## src/rtl/misr_periph_pkg.sv

```systemverilog
// misr_periph_pkg: shared types and constants for the MISR peripheral router.
package misr_periph_pkg;

   typedef enum logic [1:0] {TGT_SRAM, TGT_MISR, TGT_ERR} target_e;

   typedef enum logic [1:0] {IDLE, SRAM_WAIT, MISR_ACC, RESP} state_e;

   localparam int ERR_CNT_W = 16;

   function automatic int idx_w(input int n);
      return (n > 1) ? $clog2(n) : 1;
   endfunction

endpackage

```

## src/rtl/misr_addr_map.sv

```systemverilog
// misr_addr_map: combinational decode of a request into SRAM, MISR channel or error.
module misr_addr_map
   import misr_periph_pkg::*;
#(
   parameter int              NBIT_MISR_DATA         = 32,
   parameter int              NBIT_AXI_WIDTH         = 64,
   parameter int              N_MISR                 = 4,
   parameter longint unsigned MISR_PERIPH_START_ADDR = 64'd33554432,
   parameter int              MISR_STRIDE            = 16,
   localparam int             IDX_W                  = idx_w(N_MISR)
) (
   input  logic [NBIT_AXI_WIDTH-1:0]   addr_i,
   input  logic                        we_i,
   input  logic [NBIT_MISR_DATA/8-1:0] be_i,
   output target_e                     target_o,
   output logic [IDX_W-1:0]            idx_o
);

   localparam logic [NBIT_AXI_WIDTH-1:0] BASE = NBIT_AXI_WIDTH'(MISR_PERIPH_START_ADDR);
   localparam int SH = $clog2(MISR_STRIDE);

   logic [NBIT_AXI_WIDTH-1:0] off;
   logic [NBIT_AXI_WIDTH-1:0] idx_full;
   logic                      in_win;
   logic                      partial;

   assign off      = addr_i - BASE;
   assign idx_full = off >> SH;
   assign in_win   = (idx_full < NBIT_AXI_WIDTH'(N_MISR)) && (off[SH-1:0] == '0);
   // MISR registers cannot merge bytes, so any partial write is rejected
   assign partial  = we_i && (be_i != '1);
   assign target_o = (addr_i < BASE) ? TGT_SRAM : (in_win && !partial) ? TGT_MISR : TGT_ERR;
   assign idx_o    = idx_full[IDX_W-1:0];

endmodule

```

## src/rtl/misr_periph_router.sv

```systemverilog
// misr_periph_router: routes core memory requests to SRAM or MISR channels,
// answering each accepted request once and counting decode errors.
module misr_periph_router
   import misr_periph_pkg::*;
#(
   parameter int              NBIT_MISR_DATA         = 32,
   parameter int              NBIT_AXI_WIDTH         = 64,
   parameter int              USER_AXI_WIDTH         = 10,
   parameter int              N_MISR                 = 4,
   parameter longint unsigned MISR_PERIPH_START_ADDR = 64'd33554432,
   parameter int              MISR_STRIDE            = 16
) (
   input  logic                               clk_i,
   input  logic                               rst_i,
   input  logic                               req_i,
   input  logic                               we_i,
   input  logic [NBIT_AXI_WIDTH/8-1:0]        be_i,
   input  logic [NBIT_AXI_WIDTH-1:0]          addr_i,
   input  logic [NBIT_AXI_WIDTH-1:0]          wdata_i,
   input  logic [USER_AXI_WIDTH-1:0]          user_i,
   output logic                               gnt_o,
   output logic                               rvalid_o,
   output logic [NBIT_AXI_WIDTH-1:0]          rdata_o,
   output logic [USER_AXI_WIDTH-1:0]          ruser_o,
   output logic                               err_o,
   output logic                               sram_req_o,
   output logic                               sram_we_o,
   output logic [NBIT_AXI_WIDTH/8-1:0]        sram_be_o,
   output logic [NBIT_AXI_WIDTH-1:0]          sram_addr_o,
   output logic [NBIT_AXI_WIDTH-1:0]          sram_wdata_o,
   output logic [USER_AXI_WIDTH-1:0]          sram_user_o,
   input  logic                               sram_gnt_i,
   input  logic                               sram_rvalid_i,
   input  logic [NBIT_AXI_WIDTH-1:0]          sram_rdata_i,
   output logic [N_MISR-1:0]                  misr_re_o,
   output logic [N_MISR-1:0]                  misr_we_o,
   output logic [NBIT_MISR_DATA-1:0]          misr_wdata_o,
   input  logic [N_MISR*NBIT_MISR_DATA-1:0]   misr_rdata_i,
   output logic [ERR_CNT_W-1:0]               err_cnt_o
);

   localparam int IDX_W = idx_w(N_MISR);

   target_e                   tgt;
   logic [IDX_W-1:0]          idx;
   logic [NBIT_MISR_DATA-1:0] ch_rdata [N_MISR];

   state_e                    state_q, state_d;
   logic [IDX_W-1:0]          idx_q, idx_d;
   logic                      we_q, we_d;
   logic                      err_q, err_d;
   logic [NBIT_MISR_DATA-1:0] wdata_q, wdata_d;
   logic [NBIT_MISR_DATA-1:0] rdata_q, rdata_d;
   logic [USER_AXI_WIDTH-1:0] user_q, user_d;
   logic [ERR_CNT_W-1:0]      err_cnt_q, err_cnt_d;

   misr_addr_map #(
      .NBIT_MISR_DATA         (NBIT_MISR_DATA),
      .NBIT_AXI_WIDTH         (NBIT_AXI_WIDTH),
      .N_MISR                 (N_MISR),
      .MISR_PERIPH_START_ADDR (MISR_PERIPH_START_ADDR),
      .MISR_STRIDE            (MISR_STRIDE)
   ) u_map (
      .addr_i   (addr_i),
      .we_i     (we_i),
      .be_i     (be_i[NBIT_MISR_DATA/8-1:0]),
      .target_o (tgt),
      .idx_o    (idx)
   );

   for (genvar g = 0; g < N_MISR; g++) begin : g_ch
      assign ch_rdata[g] = misr_rdata_i[g*NBIT_MISR_DATA +: NBIT_MISR_DATA];
   end

   assign err_cnt_o = err_cnt_q;
   assign err_cnt_d = (state_q == RESP && err_q && err_cnt_q != '1) ? err_cnt_q + 1'b1 : err_cnt_q;

   always_comb begin
      state_d      = state_q;
      idx_d        = idx_q;
      we_d         = we_q;
      err_d        = err_q;
      wdata_d      = wdata_q;
      rdata_d      = rdata_q;
      user_d       = user_q;
      gnt_o        = 1'b0;
      rvalid_o     = 1'b0;
      rdata_o      = '0;
      ruser_o      = '0;
      err_o        = 1'b0;
      sram_req_o   = 1'b0;
      sram_we_o    = 1'b0;
      sram_be_o    = '0;
      sram_addr_o  = '0;
      sram_wdata_o = '0;
      sram_user_o  = '0;
      misr_re_o    = '0;
      misr_we_o    = '0;
      misr_wdata_o = '0;
      case (state_q)
         IDLE: begin
            if (tgt == TGT_SRAM) begin
               sram_req_o   = req_i;
               sram_we_o    = req_i & we_i;
               sram_be_o    = req_i ? be_i : '0;
               sram_addr_o  = req_i ? addr_i : '0;
               sram_wdata_o = req_i ? wdata_i : '0;
               sram_user_o  = req_i ? user_i : '0;
               gnt_o        = req_i & sram_gnt_i;
               if (req_i && sram_gnt_i) begin
                  state_d = SRAM_WAIT;
                  user_d  = user_i;
                  err_d   = 1'b0;
               end
            end else begin
               gnt_o = req_i;
               if (req_i) begin
                  idx_d   = idx;
                  we_d    = we_i;
                  wdata_d = wdata_i[NBIT_MISR_DATA-1:0];
                  user_d  = user_i;
                  err_d   = (tgt == TGT_ERR);
                  rdata_d = '0;
                  state_d = (tgt == TGT_ERR) ? RESP : MISR_ACC;
               end
            end
         end
         SRAM_WAIT: begin
            rvalid_o = sram_rvalid_i;
            rdata_o  = sram_rdata_i;
            ruser_o  = user_q;
            state_d  = sram_rvalid_i ? IDLE : SRAM_WAIT;
         end
         MISR_ACC: begin
            misr_re_o[idx_q] = ~we_q;
            misr_we_o[idx_q] = we_q;
            misr_wdata_o     = wdata_q;
            rdata_d          = we_q ? '0 : ch_rdata[idx_q];
            state_d          = RESP;
         end
         RESP: begin
            rvalid_o = 1'b1;
            rdata_o  = NBIT_AXI_WIDTH'(rdata_q);
            ruser_o  = user_q;
            err_o    = err_q;
            state_d  = IDLE;
         end
      endcase
   end

   always_ff @(posedge clk_i) begin
      if (rst_i) begin
         state_q   <= IDLE;
         idx_q     <= '0;
         we_q      <= 1'b0;
         err_q     <= 1'b0;
         wdata_q   <= '0;
         rdata_q   <= '0;
         user_q    <= '0;
         err_cnt_q <= '0;
      end else begin
         state_q   <= state_d;
         idx_q     <= idx_d;
         we_q      <= we_d;
         err_q     <= err_d;
         wdata_q   <= wdata_d;
         rdata_q   <= rdata_d;
         user_q    <= user_d;
         err_cnt_q <= err_cnt_d;
      end
   end

endmodule

```

## config.mk

```make
export PLATFORM = sky130hd
export DESIGN_NAME = misr_periph_router
export DESIGN_NICKNAME = d
export VERILOG_FILES = /design/src/rtl/misr_periph_pkg.sv /design/src/rtl/misr_addr_map.sv /design/src/rtl/misr_periph_router.sv
export SDC_FILE = /design/constraint.sdc
export NUM_CORES = 1
export LEC_CHECK = 0
export ABC_AREA = 1
export CAP_MARGIN = 0
export CELL_PAD_IN_SITES_DETAIL_PLACEMENT = 0
export CELL_PAD_IN_SITES_GLOBAL_PLACEMENT = 2
export CORE_AREA = 2 2 246 248
export CTS_BUF_LIST = sky130_fd_sc_hd__clkbuf_16
export DETAILED_ROUTE_END_ITERATION = 10
export DIE_AREA = 0 0 248 250
export MAX_ROUTING_LAYER = met4
export PLACE_DENSITY_LB_ADDON = 0.1
export SETUP_SLACK_MARGIN = 0.02
export SYNTH_ARGS = -nofsm -noshare
export SYNTH_HDL_FRONTEND = slang
export SYNTH_SLANG_ARGS = --single-unit
```

## constraint.sdc

```tcl
create_clock -name clk_i -period 3.05 [get_ports clk_i]
set_input_delay 0.305 -clock clk_i [delete_from_list [all_inputs] [get_ports clk_i]]
set_output_delay 0.305 -clock clk_i [all_outputs]
set_load 0.01 [all_outputs]
```

Word-level counts from Yosys, hierarchy flattened
Index checks and enable logic that the tools add are counted.
{ "totals": {"register_bits": 96} }
{ "classes": {"addsub": 2, "n_lt_le_gt_ge": 5, "eq_ne": 11, "mux": 48, "n_bitwise": 7, "reduce_logical": 18} }
{ "op_table": {"columns": ["op", "n"], "rows": [
  ["two-way mux 64 bit", 6],
  ["two-way mux 32 bit", 6],
  ["case mux 64 bit (2 select lines)", 1],
  ["two-way mux 10 bit", 7],
  ["binary-select mux 32 bit (select 2 bit)", 1],
  ["< comparator 64 x 26 -> 1 bit (second input constant)", 1],
  ["case mux 32 bit (2 select lines)", 1],
  ["subtractor 64 x 26 -> 64 bit (second input constant)", 1],
  ["< comparator 60 x 3 -> 1 bit (second input constant)", 1],
  ["two-way mux 8 bit", 3],
  ["adder 16 x 1 -> 16 bit (second input constant)", 1],
  ["!= test 16 bit (second input constant)", 1],
  ["two-way mux 1 bit", 13],
  ["two-way mux 2 bit", 5],
  ["AND reduction 3 bit", 3],
  ["AND 4 bit", 2],
  ["two-way mux 4 bit", 2],
  ["case mux 2 bit (4 select lines)", 1],
  ["logical AND 1 bit", 7],
  ["equality test 2 bit (second input constant)", 3],
  ["!= test 3 bit (second input constant)", 2],
  ["logical NOT 2 bit", 2],
  ["logical NOT 4 bit", 1],
  ["!= test 2 bit (second input constant)", 2],
  ["15 further kinds", 18]
]} }

Longest topological paths before layout
Gate-level depths: netlist (run 1).
{ "depth": {"ltp_word": 11, "depth_mapped": 16, "ltp_nobuf": 16} }

Cells and area by module
From an unflattened synthesis (run 1), not the netlist that was laid out.
{ "unflattened": {"cells_unflattened": 1690, "hier_area_um2": 8798.4} }
{ "by_module_without_submodules": {"columns": ["module", "n_inst", "cells_per_inst", "area_per_inst_um2"], "rows": [
  ["misr_periph_router", 1, 1254, 6859.1],
  ["misr_addr_map", 1, 436, 1939.4]
]} }

Worst setup path after synthesis (run 1)
No wires, ideal clock.
{ "synth_timing": {"path_type": "input-to-output", "from": "input addr_i[31]", "to": "output sram_addr_o[12]", "arrival_time_ns": 1.777, "required_ns": 2.745, "setup_slack_ns": 0.968, "path_stages": 11, "cell_sequence": "nor2_1 -> nand2_2 -> nor2_8 -> nand3_4 -> nor2_4 -> inv_2 -> nor2_2 -> inv_2 -> buf_2 -> buf_2 -> nor2_1"} }
{ "synth_via": {"elab_chain_cells": 9, "word_cells_on_any_way": 10, "classes_between": "add/sub (1); order compare (2); mux (4); reduce/logical (3)"} }
{ "synth_lines": {"columns": ["item", "line", "text"], "rows": [
  ["start, declared", "misr_periph_router.sv:18", "input logic [NBIT_AXI_WIDTH-1:0] addr_i,"],
  ["subtractor 64 x 26 -> 64 bit", "misr_addr_map.sv:27", "assign off = addr_i - BASE;"],
  ["< comparator 60 x 3 -> 1 bit", "misr_addr_map.sv:29", "assign in_win = (idx_full < NBIT_AXI_WIDTH'(N_MISR)) && (off[SH-1:0] == '0);"],
  ["logical AND 1 bit", "misr_addr_map.sv:29", null],
  ["logical AND 1 bit", "misr_addr_map.sv:32", "assign target_o = (addr_i < BASE) ? TGT_SRAM : (in_win && !partial) ? TGT_MISR : TGT_ERR;"],
  ["two-way mux 2 bit", "misr_addr_map.sv:32", null],
  ["two-way mux 2 bit *", "misr_addr_map.sv:32", null],
  ["logical NOT 2 bit *", "misr_periph_router.sv:102", "if (tgt == TGT_SRAM) begin"],
  ["two-way mux 64 bit *", "misr_periph_router.sv:102", null],
  ["two-way mux 64 bit *", "misr_periph_router.sv:100", "case (state_q)"],
  ["end, declared", "misr_periph_router.sv:29", "output logic [NBIT_AXI_WIDTH-1:0] sram_addr_o,"]
]} }
Every way passes the cells marked *; elsewhere a longest branch is shown, timed or not.

Worst setup path after layout (run 1)
{ "layout_timing": {"from": "input addr_i[54]", "to": "output sram_wdata_o[35]"} }
{ "layout_via": {"elab_chain_cells": 9, "word_cells_on_any_way": 10, "classes_between": "add/sub (1); order compare (2); mux (4); reduce/logical (3)"} }
{ "layout_lines": {"columns": ["item", "line", "text"], "rows": [
  ["subtractor 64 x 26 -> 64 bit", "misr_addr_map.sv:27", null],
  ["< comparator 60 x 3 -> 1 bit", "misr_addr_map.sv:29", null],
  ["logical AND 1 bit", "misr_addr_map.sv:29", null],
  ["logical AND 1 bit", "misr_addr_map.sv:32", null],
  ["two-way mux 2 bit", "misr_addr_map.sv:32", null],
  ["two-way mux 2 bit *", "misr_addr_map.sv:32", null],
  ["logical NOT 2 bit *", "misr_periph_router.sv:102", null],
  ["two-way mux 64 bit *", "misr_periph_router.sv:102", null],
  ["two-way mux 64 bit *", "misr_periph_router.sv:100", null],
  ["end, declared", "misr_periph_router.sv:30", "output logic [NBIT_AXI_WIDTH-1:0] sram_wdata_o,"]
]} }
Marked as above.

==> qor.txt, run 1 <==
outcome - finished, final reports clean
buffers and inverters on the worst path - 6
Post-synth EDFFs - 0
Layout Cells excl Fill - 2836
area leader, netlist - dfxtp_1
Final Hold Violating Endpoints - 0
Critical Path RT - 2.74 ns
r2r worst-path depth - 11
final worst slack - 0.184 ns
Setup violations, final - 0
RSZ-0062 raised after global routing - false
Total Routing Usage GR - 0.158
Layout area overhead - 92.3%
Critical Path Start Type - primary input
DRC Markers - 0
Synth area leaders - dfxtp_1 24%, nor2_1 14%, nand2_1 13%
worst hold path class - register to register
Root Buffer - clkbuf_16
critical path's top delay family - buffers and inverters
grt ovf - 0
pre-CTS setup slack - -0.252 ns
skew final - 0.0266 ns
Starting DRT DRC Count - 445
syn_area_per_cell - 5.50 µm²
Cell Area, Synth - 7870 µm²
sink of the worst hold path - rdata_q[13]
average vias per placed instance - 3.82
R2R Setup Slk - 1.02 ns
crit path kind - primary input to output port
Yosys reg bits - 96
first-pass GRT wire length - 70.8 mm
Post-synth ARST share - 0
Distinct cells, synth - 36
Setup TNS - 0 ns
hpwl dp - 40.3 mm
RR Startpoint - state_q[0]
Final min period - 2.87 ns
Critical-path top delay cell - clkdlybuf4s50_1
Ys Warns - 0
Yosys top cell area share - 0.244
Routed WL per cell - 17.3 µm
CTS sink count - 96
Leakage - 0.00693 µW
H-tree levels - 3
RD Place Congestion - 0.797
initial antenna violation count - 5
CTS clk-pin slew, worst paths - 0.07 ns
starting density of the core - 0.132
Crit. End Element - output port
Max Freq - 349 MHz
num rows - 90
placed cell areas - 15000 µm²
vias in the first global route - 11200
Final Util - 0.254
Hold Startpoint - rdata_q[13]
Setup Buffers After CTS - 0
largest net degree at the start of global routing - 72
Period Utilization, post-route - 0.940
actual slew at the worst max-slew pin - 0.694 ns
max incr delay on CP - 0.44 ns
core area - 59600 µm²
nets@finish - 2390
Pre-antenna DRT Iters - 5
dpl cells - 2814
Reg-to-Reg End - err_cnt_o[14]
IO Port Bufs - 585
Horiz. Die Dim - 248 µm
Critical Path AT - 2.56 ns
Peak supply drop - 282 µV
Max Buffers Root-to-Sink - 2
max cap viols - 0
CP Max Fanout - 31
Ports - 625
final wirelength - 49.1 mm
Via Count - 10800
Seq/Total Area, Yosys - 0.244
Die ar. - 62000 µm²
TritonCTS clock tree - done
Routed Antenna Nets - 0
fin. max-slew vios - 0
main flop type after synthesis - dfxtp_1
layout cells sized above 1 - 0.0883
Synth Instances - 1431
design area - 15100 µm²
crit-path cells - clkdlybuf4s50_1 -> nor2_2 -> inv_2 -> nor3_4 -> nand4_1 -> nor2_4 -> inv_2 -> nor2_4 -> clkinv_4 -> bufbuf_16 -> nor2_1 -> clkdlybuf4s15_1
PD cells - 275 nW/µm²
Skew-Pair Late Insertion Delay - 0.39 ns
Inserted Clock Buffers - 9
die height - 250 µm
worst hold path cell count - 2
Slew HR - 0.537
## cell usage after synthesis (all sizes together), types with 3 or more instances
| library cell | instances |
|---|---|
| nand3 | 160 |
| nand2 | 277 |
| a22oi | 32 |
| a21oi | 89 |
| nor2 | 300 |
| nor3b | 3 |
| buf | 53 |
| xor2 | 4 |
| nand3b | 4 |
| nor3 | 6 |
| dfxtp | 96 |
| o21ai | 70 |
| clkbuf | 61 |
| inv | 250 |
| nand4 | 13 |
## cell type report
| type | instances | area, µm² |
|---|---|---|
| flip-flops and latches | 96 | 1920 |
| fillers | 6838 | 44400 |
| multi-input cells | 1007 | 4580 |
| well taps | 782 | 978 |
| clock inverters | 7 | 53.8 |
| inverters | 252 | 951 |
| repair buffers | 678 | 6420 |
| clock buffers | 9 | 225 |
| diodes | 5 | 12.5 |
## cell usage in the layout (no fill, tap or decap), drive strengths merged
| cell | count |
|---|---|
| clkdlybuf4s50 | 474 |
| nor2 | 300 |
| nand2 | 277 |
| inv | 254 |
| nand3 | 160 |
| dfxtp | 96 |
| buf | 95 |
| a21oi | 89 |
| dlygate4sd2 | 74 |
| o21ai | 70 |
| conb | 39 |
| clkbuf | 36 |
| a22oi | 32 |
| nand4 | 13 |
| clkdlybuf4s15 | 7 |
| nor3 | 6 |
| diode | 5 |
| nand3b | 4 |
| xor2 | 4 |
| clkinv | 4 |
| nor3b | 3 |
| o21a | 2 |
| nor4 | 2 |
| ha | 2 |
| or2 | 1 |
| o21bai | 1 |
| xnor2 | 1 |
| a31oi | 1 |
| clkinvlp | 1 |
| bufbuf | 1 |
## report_power, final
part / switching [µW] / total, µW / internal [µW]
clock: 621 / 1190 / 566
combinational: 787 / 1580 / 795
sequential: 47.2 / 1390 / 1340
total: 1450 / 4160 / 2700
## worst max path at each step
stage / start / to / slack (ns) / cells past startpoint
2_1_floorplan: addr_i[31] / sram_addr_o[12] / 0.97 / 11
3_3_place_gp: addr_i[54] / sram_wdata_o[61] / -0.23 / 12
3_5_place_dp: addr_i[54] / sram_wdata_o[61] / -0.25 / 12
4_1_cts: addr_i[54] / sram_wdata_o[61] / 0.05 / 12
5_1_grt: addr_i[48] / sram_user_o[9] / 0.04 / 12
6_report: addr_i[54] / sram_wdata_o[35] / 0.18 / 12
## cells by family after synthesis
family / after synthesis / share of synthesized area
flops: 96 / 0.244
buf+inv: 366 / 0.197
xor+xnor: 5 / 0.00556
simple gates: 766 / 0.410
other cells: 1 / 0.000476
compound gates: 195 / 0.140
fa+ha+maj: 2 / 0.00318
## metal layers
layer	part of all wire	global-route usage
met2	0.49	0.268
met1	0.43	0.186
met5	0	-
met3	0.078	0.0451
met4	0.0091	0.0311
## stage by stage
step,total power (µW),hold slack (ns)
after floorplan,2080,0.440
after global placement,3030,0.449
after detailed placement,3030,0.453
after CTS,4290,0.458
after global routing,4460,0.481
final,4160,0.462
## registers in the layout, summed over array words and instances, names as in the netlist
signal	flops
rdata_q	32
user_q	10
wdata_q	32
we_q	1
err_q	1
idx_q	2
err_cnt_o	16
state_q	2
## repair_timing
| item | in CTS | in global routing |
|---|---|---|
| endpoints found under the setup margin | 108 | 37 |
| hold buffers | 0 | 0 |
| resized for setup | 111 | 65 |
| cloned | 1 | 0 |
## tightest hold or removal path: cells and delay by family (launching register included)
kind / cells / cell delay [ns]
simple gates: 1 / 0.06
compound gates: 1 / 0.05
flops: 1 / 0.31
No activity file was read; power rests on OpenSTA's default activity.
==> run 2: changes to the inputs <==
CORE_AREA = not set   (was 2 2 246 248)
CORE_MARGIN = 2   (was not set)
CORE_UTILIZATION = 13   (was not set)
DIE_AREA = not set   (was 0 0 248 250)
clock period = 2.5 ns   (was 3.05 ns; I/O delays follow)
==> qor.txt, run 2 (same netlist as run 1, synthesis figures left out) <==
die height - 250 µm (about the same)
Die ar. - 62500 µm² (was 62000 µm²)
Total Routing Usage GR - 0.158 (about the same)
Inserted Clock Buffers - 9 (unchanged)
outcome - finished with violations (was finished, final reports clean)
initial antenna violation count - 4 (was 5)
placed cell areas - 15300 µm² (was 15000 µm²)
H-tree levels - 3 (unchanged)
RSZ-0062 raised after global routing - true (was false)
commonest non-fill, non-tap cell in the layout - clkdlybuf4s50_1 (unchanged)
CP Max Fanout - 8 (was 31)
Routed WL per cell - 17.3 µm (about the same)
grt met3 use - 0.0472 (was 0.0451)
max incr delay on CP - 0.44 ns (about the same)
CTS sink count - 96 (unchanged)
max cap viols - 0 (unchanged)
violated checks - setup timing
DRC Markers - 0 (unchanged)
critical path's top delay family - buffers and inverters (unchanged)
worst hold path cell count - 4 (was 2)
Starting DRT DRC Count - 392 (was 445)
Peak supply drop - 404 µV (was 282 µV)
Max Buffers Root-to-Sink - 2 (unchanged)
starting density of the core - 0.131 (was 0.132)
average vias per placed instance - 3.84 (was 3.82)
Critical-path top delay cell - clkdlybuf4s50_1 (unchanged)
commonest cells after routing, fill and taps aside - 383 x clkdlybuf4s50_1, 266 x nand2_1, 256 x nor2_1 (was 474 x clkdlybuf4s50_1, 282 x nor2_1, 273 x nand2_1)
TritonCTS clock tree - done (unchanged)
Skew-Pair Late Insertion Delay - 0.39 ns (about the same)
Critical Path AT - 2.28 ns (was 2.56 ns)
Most Crowded Layer GR - met2 (unchanged)
Via Count - 11200 (was 10800)
Critical Path RT - 2.25 ns (was 2.74 ns)
Slew HR - 0.536 (was 0.537)
grt ovf - 0 (unchanged)
worst hold path class - primary input to register (was register to register)
hpwl dp - 39.7 mm (was 40.3 mm)
Routed Antenna Nets - 0 (unchanged)
sink of the worst hold path - idx_q[1] (was rdata_q[13])
buffers and inverters on the worst path - 6 (unchanged)
Final min period - 2.53 ns
Max Freq - 395 MHz
R2R Setup Slk - 0.37 ns (was 1.02 ns)
cell mode on critical path - nor2_4
Post-CTS Hold Buffers - 0 (unchanged)
Root Buffer - clkbuf_16 (unchanged)
Fill cells - 6837 (was 6838)
layout cells sized above 1 - 0.156 (was 0.0883)
num rows - 90 (unchanged)
Hold Startpoint - rst_i (was rdata_q[13])
Ports - 625 (unchanged)
actual slew at the worst max-slew pin - 0.696 ns (was 0.694 ns)
Leakage - 0.00847 µW (was 0.00693 µW)
met1 usage - 0.178 (was 0.186)
Final Hold Violating Endpoints - 0 (unchanged)
Setup TNS - -0.184 ns (was 0 ns)
RD Place Congestion - 0.774 (was 0.797)
Horiz. Die Dim - 250 µm (was 248 µm)
core area - 60100 µm² (was 59600 µm²)
Design Power - 5230 µW (was 4160 µW)
met2 Use GR - 0.282 (was 0.268)
largest net degree at the start of global routing - 72 (unchanged)
nets@finish - 2462 (was 2390)
design area - 16100 µm² (was 15100 µm²)
crit path kind - primary input to output port (unchanged)
fin. max-slew vios - 0 (unchanged)
vias in the first global route - 11600 (was 11200)
Crit. End Element - output port (unchanged)
final wirelength - 50.3 mm (was 49.1 mm)
RR Startpoint - state_q[0] (unchanged)
PD cells - 325 nW/µm² (was 275 nW/µm²)
final worst slack - -0.0315 ns (was 0.184 ns)
Pre-antenna DRT Iters - 4 (was 5)
Period Utilization, post-route - 1.01
Critical Path Start Type - primary input (unchanged)
IO Port Bufs - 585 (unchanged)
skew final - 0.0167 ns (was 0.0266 ns)
Layout area overhead - 104% (was 92.3%)
Reg-to-Reg End - err_cnt_o[14] (unchanged)
r2r worst-path depth - 11 (unchanged)
Setup violations, final - 15 (was 0)
crit-path cells - clkdlybuf4s50_1 -> nor2_2 -> nand2_2 -> nor2_4 -> nand3_4 -> nor2_4 -> inv_2 -> nor2_4 -> clkinv_8 -> buf_12 -> buf_16 -> nor2_1 -> clkdlybuf4s15_1 (was clkdlybuf4s50_1 -> nor2_2 -> inv_2 -> nor3_4 -> nand4_1 -> nor2_4 -> inv_2 -> nor2_4 -> clkinv_4 -> bufbuf_16 -> nor2_1 -> clkdlybuf4s15_1)
first-pass GRT wire length - 72.1 mm (was 70.8 mm)
CTS clk-pin slew, worst paths - 0.09 ns (was 0.07 ns)
-- run 2: changes by cell type in the layout (fill, tap and decap cells not counted), sizes merged, moves of 2 or more --
cell	delta
buf	+110
clkdlybuf4s50	-91
dlymetal6s2s	+79
dlygate4sd2	-28
clkdlybuf4s15	+9
clkbuf	-6
clkinv	+2
-- run 2: layout make-up --
type | count | area, µm² | share of cell area
antenna | 4 | 10.0 | 0.000622
sequential | 96 | 1920 | 0.120
clock inverter | 7 | 81.3 | 0.00505
clock buffer | 9 | 225 | 0.0140
inverter | 252 | 958 | 0.0596
tap | 782 | 978 | 0.0608
multi-input combinational | 1007 | 4680 | 0.291
timing repair buffer | 750 | 7230 | 0.449
-- run 2: worst reg2reg max path, stage by stage (launching register included) --
cell and delay, ns:
dfxtp_2 0.40, buf_12 0.22, nand2_1 0.09, inv_2 0.12
nand2_1 0.08, inv_2 0.09, nand2_2 0.14, nor2_1 0.24
nand2_1 0.14, nor4_1 0.29, o21ai_0 0.12, a21oi_1 0.14
-- run 2: report_power, final --
part           internal, µW  total (µW)  switching, µW
clock network           718        1520            801
registers              1640        1690           56.3
logic                  1020        2020           1000
-- run 2: what timing repair did --
item | in CTS | in global routing
buffers inserted | 19 | 15
gates cloned | 3 | 4
setup endpoints to repair | 211 | 212
gates resized for setup | 268 | 177
pin swaps | 7 | 17
-- run 2: worst max path at each step --
stage	slack [ns]	start	cells after the start	to
final	-0.03	addr_i[44]	13	sram_wdata_o[47]
after detailed placement	-0.56	addr_i[54]	12	sram_addr_o[16]
after floorplan	0.53	addr_i[31]	11	sram_addr_o[12]
after CTS	-0.15	addr_i[56]	12	sram_wdata_o[19]
after global placement	-0.54	addr_i[54]	12	sram_wdata_o[61]
after global routing	-0.16	addr_i[49]	12	sram_wdata_o[1]
-- run 2: through the flow --
stage / hold WS, ns / setup slack, ns / utilization / instances
2_1_floorplan: 0.399 / 0.528 / - / 1469
3_3_place_gp: 0.448 / -0.537 / 0.254 / 2846
3_5_place_dp: 0.454 / -0.565 / 0.254 / 2846
4_1_cts: 0.306 / -0.149 / 0.260 / 2884
5_1_grt: 0.349 / -0.161 / 0.268 / 2907
6_report: 0.326 / -0.0315 / 0.268 / 2907
-- run 2: routing by layer --
layer  up-vias  routed length (µm)
li1       5735                   -
met1      5016               20900
met2       393               25500
met3        17                3570
met4         0                 398
met5         -                   0
==> run 3: changes to the inputs <==
CORE_UTILIZATION = 14   (was 13)
SLEW_MARGIN = 20   (was not set)
SYNTH_HIERARCHICAL = 1   (was not set)
==> qor.txt, run 3 <==
fin. max-slew vios - 0 (unchanged)
Critical-path top delay cell - nor2_8 (was clkdlybuf4s50_1)
Starting DRT DRC Count - 526 (was 392)
Layout area overhead - 112% (was 104%)
Yosys reg bits - 96 (unchanged)
Peak supply drop - 266 µV (was 404 µV)
Via Count - 13100 (was 11200)
Inserted Clock Buffers - 9 (unchanged)
vias in the first global route - 13100 (was 11600)
Setup violations, final - 229 (was 15)
RD Place Congestion - 0.810 (was 0.774)
actual slew at the worst max-slew pin - 0.822 ns (was 0.696 ns)
num rows - 91 (was 90)
final worst slack - -0.627 ns (was -0.0315 ns)
Pre-antenna DRT Iters - 8 (was 4)
Skew-Pair Late Insertion Delay - 0.37 ns (was 0.39 ns)
Final min period - 3.13 ns (was 2.53 ns)
Period Utilization, post-route - 1.25 (was 1.01)
Final Hold Violating Endpoints - 0 (unchanged)
IO Port Bufs - 624 (was 585)
grt ovf - 0 (unchanged)
core area - 61900 µm² (was 60100 µm²)
starting density of the core - 0.142 (was 0.131)
outcome - finished with violations (unchanged)
final wirelength - 60.2 mm (was 50.3 mm)
cell mode on critical path - buf_4 (was nor2_4)
skew final - 0.00979 ns (was 0.0167 ns)
pre-CTS setup slack - -1.64 ns (was -0.565 ns)
Post-synth EDFFs - 0 (unchanged)
RSZ-0062 raised after global routing - true (unchanged)
TritonCTS clock tree - done (unchanged)
r2r worst-path depth - 7 (was 11)
commonest non-fill, non-tap cell in the layout - clkdlybuf4s50_1 (unchanged)
top cells by count, synth - 424 x nand2_1, 377 x nor2_1, 306 x inv_1 (was 289 x nor2_1, 273 x nand2_1, 243 x inv_1)
main flop type after synthesis - dfxtp_1 (unchanged)
CTS sink count - 96 (unchanged)
PD cells - 291 nW/µm² (was 325 nW/µm²)
violated checks - setup timing (unchanged)
CP Max Fanout - 8 (unchanged)
initial antenna violation count - 5 (was 4)
Post-Syn Nets - 2036
cell with the most instances after synthesis - nand2_1 (was nor2_1)
Distinct cells, synth - 33 (was 36)
Synth area leaders - dfxtp_1 22%, nand2_1 18%, nor2_1 16% (was dfxtp_1 24%, nor2_1 14%, nand2_1 13%)
crit path kind - primary input to output port (unchanged)
hpwl dp - 47.6 mm (was 39.7 mm)
R2R Setup Slk - 0.63 ns (was 0.37 ns)
CTS clk-pin slew, worst paths - 0.07 ns (was 0.09 ns)
Max Freq - 320 MHz (was 395 MHz)
worst hold path class - primary input to register (unchanged)
syn_area_per_cell - 5.21 µm² (was 5.50 µm²)
max incr delay on CP - 0.20 ns (was 0.44 ns)
Critical Path AT - 2.88 ns (was 2.28 ns)
Seq/Total Area, Yosys - 0.218 (was 0.244)
Critical Path RT - 2.25 ns (about the same)
die height - 255 µm (was 250 µm)
DRC Markers - 0 (unchanged)
Critical Path Start Type - primary input (unchanged)
Synth Instances - 1690 (was 1431)
Leakage - 0.00886 µW (was 0.00847 µW)
Crit. End Element - output port (unchanged)
Layout Cells excl Fill - 3299 (was 2907)
worst hold path cell count - 3 (was 4)
Root Buffer - clkbuf_16 (unchanged)
Post-synth ARST share - 0 (unchanged)
H-tree levels - 3 (unchanged)
Setup TNS - -88.95 ns (was -0.184 ns)
nets@finish - 2797 (was 2462)
Ys Warns - 6 (was 0)
max cap viols - 0 (unchanged)
Die ar. - 64900 µm² (was 62500 µm²)
largest net degree at the start of global routing - 65 (was 72)
Ports - 625 (unchanged)
Routed Antenna Nets - 0 (unchanged)
Slew HR - 0.451 (was 0.536)
Total Routing Usage GR - 0.177 (was 0.158)
Routed WL per cell - 18.2 µm (was 17.3 µm)
average vias per placed instance - 3.96 (was 3.84)
Cell Area, Synth - 8800 µm² (was 7870 µm²)
Max Buffers Root-to-Sink - 2 (unchanged)
Horiz. Die Dim - 255 µm (was 250 µm)
crit-path cells - buf_8 -> clkinvlp_4 -> ha_4 -> nand2_8 -> nor2_8 -> nand3_2 -> xor2_1 -> buf_4 -> buf_4 -> buf_4 -> nand4_1 -> nor2_1 -> nand2_1 -> nor3_2 -> nor2_2 -> inv_2 -> nor2_4 -> buf_12 -> clkinv_16 -> clkbuf_16 -> nor2_1 -> buf_2 (was clkdlybuf4s50_1 -> nor2_2 -> nand2_2 -> nor2_4 -> nand3_4 -> nor2_4 -> inv_2 -> nor2_4 -> clkinv_8 -> buf_12 -> buf_16 -> nor2_1 -> clkdlybuf4s15_1)
first-pass GRT wire length - 82.9 mm (was 72.1 mm)
Yosys top cell area share - 0.218 (was 0.244)
commonest cells after routing, fill and taps aside - 415 x clkdlybuf4s50_1, 387 x nand2_1, 299 x inv_1 (was 383 x clkdlybuf4s50_1, 266 x nand2_1, 256 x nor2_1)
layout cells sized above 1 - 0.272 (was 0.156)
area leader, netlist - dfxtp_1 (unchanged)
dpl cells - 3230 (was 2846)
run 3: cell types whose count changed in the layout (fill, tap and decap cells not counted), sizes merged, moves of 19 or more:
cell	previous run	this run
inv	253	317
conb	39	0
dlymetal6s2s	79	23
nand3	160	141
nand2	277	436
buf	205	353
dlygate4sd2	46	9
nand4	13	40
a22oi	32	0
clkdlybuf4s50	383	415
nor2	300	403
run 3: what timing repair did:
item | in CTS | in global routing
gates resized for setup | 761 | 363
hold buffers | 0 | 0
cloned | 7 | 16
endpoints found under the setup margin | 243 | 260
pin swaps | 40 | 74
hold endpoints to repair | 0 | 0
buffers inserted | 14 | 17
run 3: cells by family (layout without fill, tap and decap cells):
kind of cell             after synthesis  count (layout)  synth area share
AND/OR/NAND/NOR                     1038            1038             0.501
buffers and inverters                398            1164             0.183
AO/OA/AOI/OAI                        144             144            0.0835
flip-flops                            96              96             0.218
XOR/XNOR                              12              12            0.0119
adder cells (fa/ha/maj)                2               2           0.00284
other                                  0               6                 0
run 3: worst paths after layout:
| path | start | endpoint |
|---|---|---|
| setup / recovery | addr_i[25] | sram_wdata_o[34] |
| hold / removal | rst_i | state_q[1] |
| setup reg to reg | idx_q[1] | rdata_q[1] |
| hold reg to reg | wdata_q[3] | wdata_q[3] |
run 3: critical path: cells and delay by family:
kind / cells / cell delay, ns
buf+inv: 10 / 1.27
simple gates: 10 / 0.98
fa+ha+maj: 1 / 0.19
xor+xnor: 1 / 0.17
run 3: routing by layer:
layer	up-vias	track usage	wire, µm
li1	6650	-	-
met1	5957	0.202	25000
met2	414	0.309	30100
met3	41	0.0449	4130
met4	0	0.0428	961
met5	-	-	0
run 3: where the power goes:
part           internal (µW)  total [µW]  switching, µW
registers               1640        1690           53.2
logic                   1140        2300           1160
clock network            769        1450            681
total                   3550        5440           1900
run 3: final cells by class:
type	instances	area, µm²
antenna	6	15.0
clock buffer	9	225
clock inverter	7	62.6
fill	7046	43300
inverter	317	1220
multi-input combinational	1196	6320
sequential	96	1920
tap	837	1050
timing repair buffer	827	7800
timing repair inverter	4	60.1
run 3: metrics by stage:
stage | hold slack (ns) | util | total power, µW | cell area (µm²)
after floorplan | 0.399 | - | 2500 | 8920
after global placement | 0.439 | 0.276 | 3870 | 17100
after detailed placement | 0.446 | 0.276 | 3860 | 17100
after CTS | 0.438 | 0.279 | 5410 | 17300
after global routing | 0.462 | 0.302 | 5810 | 18700
final | 0.449 | 0.302 | 5440 | 18700
